[src/rtl/id_ex_pipe_stage.sv]
// ID->EX pipeline register with valid/ready handshake, flush, bubble insertion and stall counter.
// Define ID_EX_SKID_EN for a one-entry skid buffer with a registered in_ready.
module id_ex_pipe_stage #(
  parameter int DATA_W     = 32,
  parameter int REG_ADDR_W = 5,
  parameter int CTRL_W     = 9,
  parameter int CNT_W      = 16
) (
  input  logic                  clk,
  input  logic                  rst_n,
  input  logic                  flush,
  input  logic                  in_valid,
  output logic                  in_ready,
  input  logic [DATA_W-1:0]     pc_in,
  input  logic [DATA_W-1:0]     rd1_in,
  input  logic [DATA_W-1:0]     rd2_in,
  input  logic [DATA_W-1:0]     imm_in,
  input  logic [REG_ADDR_W-1:0] rs_in,
  input  logic [REG_ADDR_W-1:0] rt_in,
  input  logic [REG_ADDR_W-1:0] rd_in,
  input  logic [CTRL_W-1:0]     ctrl_in,
  output logic                  out_valid,
  input  logic                  out_ready,
  output logic [DATA_W-1:0]     pc_out,
  output logic [DATA_W-1:0]     rd1_out,
  output logic [DATA_W-1:0]     rd2_out,
  output logic [DATA_W-1:0]     imm_out,
  output logic [REG_ADDR_W-1:0] rs_out,
  output logic [REG_ADDR_W-1:0] rt_out,
  output logic [REG_ADDR_W-1:0] rd_out,
  output logic [CTRL_W-1:0]     ctrl_out,
  output logic [CNT_W-1:0]      stall_cnt
);

  localparam int PAY_W = 4*DATA_W + 3*REG_ADDR_W;
  localparam logic [CNT_W-1:0]  CNT_ONE  = {{(CNT_W-1){1'b0}}, 1'b1};
  localparam logic [CNT_W-1:0]  CNT_MAX  = {CNT_W{1'b1}};
  localparam logic [CTRL_W-1:0] CTRL_NOP = {CTRL_W{1'b0}};

  logic [PAY_W-1:0]  pay_in_s;
  logic              accept_s;
  logic              drain_s;
  logic              in_ready_s;

  logic              valid_q, valid_d;
  logic [PAY_W-1:0]  pay_q, pay_d;
  logic [CTRL_W-1:0] ctrl_q, ctrl_d;
  logic [CNT_W-1:0]  cnt_q, cnt_d;

  assign pay_in_s = {pc_in, rd1_in, rd2_in, imm_in, rs_in, rt_in, rd_in};
  assign {pc_out, rd1_out, rd2_out, imm_out, rs_out, rt_out, rd_out} = pay_q;
  assign ctrl_out  = ctrl_q;
  assign out_valid = valid_q;
  assign stall_cnt = cnt_q;
  assign drain_s   = valid_q && out_ready;
  assign accept_s  = in_valid && in_ready_s;

  // Stall counter: counts held cycles, frozen during flush, saturating.
  always_comb begin
    cnt_d = cnt_q;
    if (!flush && valid_q && !out_ready && (cnt_q != CNT_MAX)) begin
      cnt_d = cnt_q + CNT_ONE;
    end else begin
      cnt_d = cnt_q;
    end
  end

`ifdef ID_EX_SKID_EN
  logic              skid_valid_q, skid_valid_d;
  logic [PAY_W-1:0]  skid_pay_q, skid_pay_d;
  logic [CTRL_W-1:0] skid_ctrl_q, skid_ctrl_d;
  logic              in_ready_q;

  assign in_ready_s = in_ready_q;
  assign in_ready   = in_ready_q;

  // Main/skid next state: a free main slot always refills from skid first to keep order.
  always_comb begin
    valid_d      = valid_q;
    pay_d        = pay_q;
    ctrl_d       = ctrl_q;
    skid_valid_d = skid_valid_q;
    skid_pay_d   = skid_pay_q;
    skid_ctrl_d  = skid_ctrl_q;
    if (flush) begin
      valid_d      = 1'b0;
      ctrl_d       = CTRL_NOP;
      skid_valid_d = 1'b0;
      skid_ctrl_d  = CTRL_NOP;
    end else if (!valid_q || drain_s) begin
      if (skid_valid_q) begin
        valid_d      = 1'b1;
        pay_d        = skid_pay_q;
        ctrl_d       = skid_ctrl_q;
        skid_valid_d = 1'b0;
        skid_ctrl_d  = CTRL_NOP;
      end else if (accept_s) begin
        valid_d = 1'b1;
        pay_d   = pay_in_s;
        ctrl_d  = ctrl_in;
      end else begin
        valid_d = 1'b0;
        ctrl_d  = CTRL_NOP;
      end
    end else if (accept_s) begin
      skid_valid_d = 1'b1;
      skid_pay_d   = pay_in_s;
      skid_ctrl_d  = ctrl_in;
    end else begin
      skid_valid_d = skid_valid_q;
    end
  end

  // Skid storage and registered ready.
  always_ff @(posedge clk or negedge rst_n) begin
    if (!rst_n) begin
      skid_valid_q <= 1'b0;
      skid_pay_q   <= {PAY_W{1'b0}};
      skid_ctrl_q  <= CTRL_NOP;
      in_ready_q   <= 1'b1;
    end else begin
      skid_valid_q <= skid_valid_d;
      skid_pay_q   <= skid_pay_d;
      skid_ctrl_q  <= skid_ctrl_d;
      in_ready_q   <= !skid_valid_d;
    end
  end
`else
  assign in_ready_s = !valid_q || out_ready;
  assign in_ready   = in_ready_s;

  // Main register next state: flush beats accept beats drain; control zeroed on bubbles.
  always_comb begin
    valid_d = valid_q;
    pay_d   = pay_q;
    ctrl_d  = ctrl_q;
    if (flush) begin
      valid_d = 1'b0;
      ctrl_d  = CTRL_NOP;
    end else if (accept_s) begin
      valid_d = 1'b1;
      pay_d   = pay_in_s;
      ctrl_d  = ctrl_in;
    end else if (drain_s) begin
      valid_d = 1'b0;
      ctrl_d  = CTRL_NOP;
    end else begin
      valid_d = valid_q;
    end
  end
`endif

  // Main stage registers and stall counter.
  always_ff @(posedge clk or negedge rst_n) begin
    if (!rst_n) begin
      valid_q <= 1'b0;
      pay_q   <= {PAY_W{1'b0}};
      ctrl_q  <= CTRL_NOP;
      cnt_q   <= {CNT_W{1'b0}};
    end else begin
      valid_q <= valid_d;
      pay_q   <= pay_d;
      ctrl_q  <= ctrl_d;
      cnt_q   <= cnt_d;
    end
  end

endmodule

[config.mk]
export PLATFORM = sky130hd
export DESIGN_NAME = id_ex_pipe_stage
export DESIGN_NICKNAME = d
export VERILOG_FILES = /design/src/rtl/id_ex_pipe_stage.sv
export SDC_FILE = /design/constraint.sdc
export NUM_CORES = 1
export LEC_CHECK = 0
export ABC_AREA = 1
export CORE_MARGIN = 2
export CORE_UTILIZATION = 38
export CTS_BUF_LIST = sky130_fd_sc_hd__clkbuf_2 sky130_fd_sc_hd__clkbuf_4 sky130_fd_sc_hd__clkbuf_8
export CTS_CLUSTER_SIZE = 40
export DETAILED_ROUTE_END_ITERATION = 8
export HOLD_SLACK_MARGIN = 0.06
export PLACE_DENSITY_LB_ADDON = 0.3
export SYNTH_ARGS = -nofsm -noshare
export SYNTH_HDL_FRONTEND = slang
export SYNTH_SLANG_ARGS = --single-unit
[constraint.sdc]
create_clock -name clk -period 1.7 [get_ports clk]
set_clock_uncertainty 0.15 [all_clocks]
set_input_delay 0.255 -clock clk [delete_from_list [all_inputs] [get_ports clk]]
set_output_delay 0.255 -clock clk [all_outputs]
set_load 0.005 [all_outputs]
Word level (Yosys, flattened, before mapping)
Index checks and enable logic that the tools add are counted.
Storage, ports and cells
  register bits after elaboration: 169
  input port bits: 157
  logic and storage cells: 24
Cells by class
  add/subtract/negate cells: 1
  eq/ne operators: 1
  multiplexer cells: 6
  bitwise operators: 1
  reductions and logical operators: 11
Operators with widths (count)
  9-bit 2-to-1 mux: 3
  16-bit by 1-bit adder with 16-bit output (second input constant): 1
  16-bit != test (second input constant): 1
  1-bit logical AND: 5
  1-bit logical NOT: 3
  1-bit 2-to-1 mux: 3
  3-bit nonzero test: 1
  2-bit AND reduction: 1
  1-bit logical OR: 1
  1-bit NOT: 1

Logic depth before layout (Yosys ltp)
Gate-level depths: netlist of the first run.
  word-level depth: 5
  mapped depth: 10

Worst setup path after synthesis of the first run
No wires, ideal clock.
  path type: register to register
  start point: register cnt_q[0], in the netlist stall_cnt[0]
  end point: register cnt_q[8], in the netlist stall_cnt[8]
  setup time: 65 ps
  arrival time: 1447 ps
  data required time: 1485 ps
  setup slack: 38 ps
  cell stages (with the launch flop): 10
  cells stage by stage: dfrtp_1 -> ha_1 -> nand3_2 -> inv_2 -> nand2_4 -> inv_1 -> a21oi_1 -> buf_2 -> nand2_1 -> nand2_1
On the way
  word-level cells in the longest chain between the ends: 2
  elaborated cells on any way between the ends: 3
RTL lines
  start: declaration: line 48  | logic [CNT_W-1:0] cnt_q, cnt_d;
  start signal: assignment: line 159  | cnt_q <= {CNT_W{1'b0}};
  start signal: assignment: line 164  | cnt_q <= cnt_d;
  parallel branches: the longest is 2 deep, another holds 16-bit by 1-bit adder with 16-bit output
Parallel ways; which one is timed is not known.
A chain may end at the register's enable or synchronous reset.

Final worst setup path of the first run
  start point: register valid_q, in the netlist out_valid
  end point: output out_valid
RTL lines
  start: declaration: line 45  | logic valid_q, valid_d;
  start signal: assignment: line 161  | valid_q <= valid_d;
  end: declaration: line 22  | output logic out_valid,
No word-level cell between the ends.

==> results of run 1 <==
==> placed cells by master (no fill, tap or decap), types with 6 or more instances in the layout <==
cell	n
dlygate4sd2_1	167
buf_12	8
nor2_1	13
clkdlybuf4s50_1	155
nand2_1	515
buf_6	6
buf_4	42
clkbuf_8	18
dfrtp_1	163
nand3_1	15
inv_1	9
dfrtp_2	6
==> sequential cells by signal, summed over array words and instances (netlist names) <==
name / cells
pay_q: 143
stall_cnt: 16
out_valid: 1
ctrl_out: 9
==> cell type report <==
class | count | area (um^2) | area share
tap | 225 | 282 | 0.0257
timing repair buffer | 383 | 3600 | 0.329
sequential | 169 | 4240 | 0.387
multi-input combinational | 572 | 2350 | 0.215
inverter | 13 | 51.3 | 0.00468
clock buffer | 20 | 263 | 0.0240
clock inverter | 12 | 166 | 0.0152
==> timing repair <==
item                                    in CTS  in global routing
buffers inserted                            28                  2
endpoints found under the setup margin     170                 15
gates resized for setup                    184                 15
hold endpoints to repair                   169                  0
pin swaps                                    1                  2
hold buffers                                 2                  0
cloned                                       0                  1
==> cells in the mapped netlist, types with 2 or more instances <==
cell type / count
nand4_1: 5
nor2_1: 13
buf_4: 4
xor2_1: 3
nand2_4: 3
dfrtp_1: 169
xnor2_1: 4
nand2_1: 516
o21ai_1: 2
nand3b_1: 2
inv_1: 10
inv_2: 3
nand3_1: 17
buf_2: 22
buf_1: 8
==> logic make-up after synthesis <==
| kind of cell | after synthesis | synth area share |
|---|---|---|
| adders and majority gates | 1 | 0.00185 |
| xor gates and xnor gates | 7 | 0.00908 |
| AOI/OAI and AO/OA | 3 | 0.00222 |
| and+or+nand+nor | 561 | 0.325 |
| DFF | 169 | 0.626 |
| buffers and inverters | 48 | 0.0354 |
==> per-stage QoR <==
stage | util | power, mW | hold WS, ns
final | 0.631 | 10.3 | 0.172
after global routing | 0.631 | 10.8 | 0.143
after CTS | 0.627 | 10.4 | 0.135
after detailed placement | 0.600 | 7.55 | -0.0271
after global placement | 0.600 | 7.49 | -0.0264
after floorplan | - | 5.65 | -0.191
==> tightest hold or removal path: cells and delay by family <==
kind,cells,cell delay (ns)
AND/OR/NAND/NOR,2,0.10
buffers and inverters,1,0.39
==> per-layer routing <==
metal  GRT usage  up-vias
met1       0.237     2977
met4      0.0922        0
met2       0.356      242
met3      0.0769       38
met5           0        -
li1            -     3122
==> path summary, 6_finish.rpt <==
kind	end	slack (ns)	depth (start not counted)
max	out_valid	0.06	2
max in group asynchronous	pay_q[42]	0.22	4
min	pay_q[103]	0.17	3
min in group asynchronous	pay_q[117]	0.61	3
min reg2reg	pay_q[19]	0.33	2
max reg2reg	stall_cnt[7]	0.10	10
==> power by group <==
| group | switching [mW] | total (mW) | internal [mW] |
|---|---|---|---|
| clock | 1.55 | 3.10 | 1.55 |
| combinational | 1.02 | 2.33 | 1.31 |
| sequential | 0.282 | 4.85 | 4.57 |
| total | 2.85 | 10.3 | 7.43 |
==> results.sh, run 1 <==
export IMPL_outcome="complete, no violations"
export IMPL_grt_pass1_vias=5974
export IMPL_worstPathMaxFanout=3
export IMPL_die_width_um=137
export IMPL_core_area_um2=17400
export IMPL_clock_sinks=169
export IMPL_clk_latency_ns=0.45
export IMPL_area_growth_pct=62.1
export IMPL_cpLargestDelayFamily="flip-flops"
export IMPL_wl_met1_mm=7.82
export IMPL_final_layout_size_suffix_gt1_frac=0.0958
export IMPL_worstHoldStart="rd1_in[24]"
export IMPL_timing_rr_start="stall_cnt[0]"
export IMPL_route_met2_wl_mm=9.87
export IMPL_wire_per_inst_um=14.5
export IMPL_routed_wl_met3_mm=1.88
export IMPL_die_y_um=137
export IMPL_hp_class="input port to flop"
export IMPL_synth_cell_types=23
export IMPL_wl_mm=20.2
export IMPL_root_buffer="clkbuf_8"
export IMPL_tightest_slew_ns=0.645
export IMPL_worstSetupStartpointType="flop"
export IMPL_synthArstFlopShare=1.00
export IMPL_nets=1314
export IMPL_vias=6379
export IMPL_slew_viol_final=0
export IMPL_path_cells="buf_4 > dlygate4sd2_1"
export IMPL_clock_path_buffers=2
export IMPL_route_detailed_drc=0
export IMPL_grt_overflow=0
export IMPL_max_slew_margin=0.567
export IMPL_slowest_stage="dfrtp_1"
export IMPL_ir_drop_mv=0.556
export IMPL_setup_viol=0
export IMPL_synth_top_cell_area_share=0.626
export IMPL_antenna_found_initial=0
export IMPL_die_area_um2=18900
export IMPL_numPortBuffers=326
export IMPL_yosys_top_cells_area="dfrtp_1, nand2_1, buf_2"
export IMPL_ys_ff_latch=169
export IMPL_clk_pin_slew_ns=0.10
export IMPL_htreeDepth=4
export IMPL_stdcell_area_um2=11000
export IMPL_grt_first_pass_wirelength_mm=30.6
export IMPL_cp_required_ns=1.29
export IMPL_critPathKind="flop to output port"
export IMPL_ys_seq_area_frac=0.626
export IMPL_rsz0062_at_grt="true"
export IMPL_arrival_ns=1.23
export IMPL_tritoncts="done"
export IMPL_first_iter_violations=254
export IMPL_pre_cts_ws_ns=-0.228
export IMPL_synth_edf_count=0
export IMPL_avgSynthCellArea_um2=8.56
export IMPL_synth_fp_nets=947
export IMPL_power_density_nw_per_um2=939
export IMPL_syn_area_um2=6760
export IMPL_ys_warn_count=0
export IMPL_setup_ws_ns=0.0617
export IMPL_final_antenna_net_count=0
export IMPL_num_io_pins=327
export IMPL_grt_use_total=0.210
export IMPL_dr_pass1_iters=4
export IMPL_critPathLaunch="out_valid"
export IMPL_cts_buffers=17
export IMPL_placementRows=48
export IMPL_critPathMaxStageDelay_ns=0.39
export IMPL_dp_final_hpwl_mm=14.4
export IMPL_total_leakage_power_nw=6.00
export IMPL_grt_max_degree=55
export IMPL_fin_cells=1394
export IMPL_synthCells=789
export IMPL_tns_ns=0
export IMPL_synth_main_ff_cell="dfrtp_1"
export IMPL_finalCritPeriodShare=0.964
export IMPL_top_layer="met4"
export IMPL_critPathCaptureType="output port"
export IMPL_finalCriticalPeriod_ns=1.64
export IMPL_drv_cap=0
export IMPL_fmax_mhz=610
export IMPL_insertedDiodeCount=0
export IMPL_cp_num_buf_inv=2
export IMPL_vias_per_cell=4.58
export IMPL_gp_congestion=0.802
export IMPL_yosys_area_top_type="dfrtp_1"
export IMPL_place_area_um2=10400
export IMPL_final_hold_viol_count=0
export IMPL_floorplan_initialDensity=0.389
export IMPL_dp_cells=1329
export IMPL_nFillCells=1511
No activity file was read; power rests on OpenSTA's default activity.
==> run 2, diff against run 1 <==
Settings changed: CTS_CLUSTER_SIZE 40 to 28.
==> results of run 2 <==
The final DEF is identical to that of run 1; final timing and power are the same.
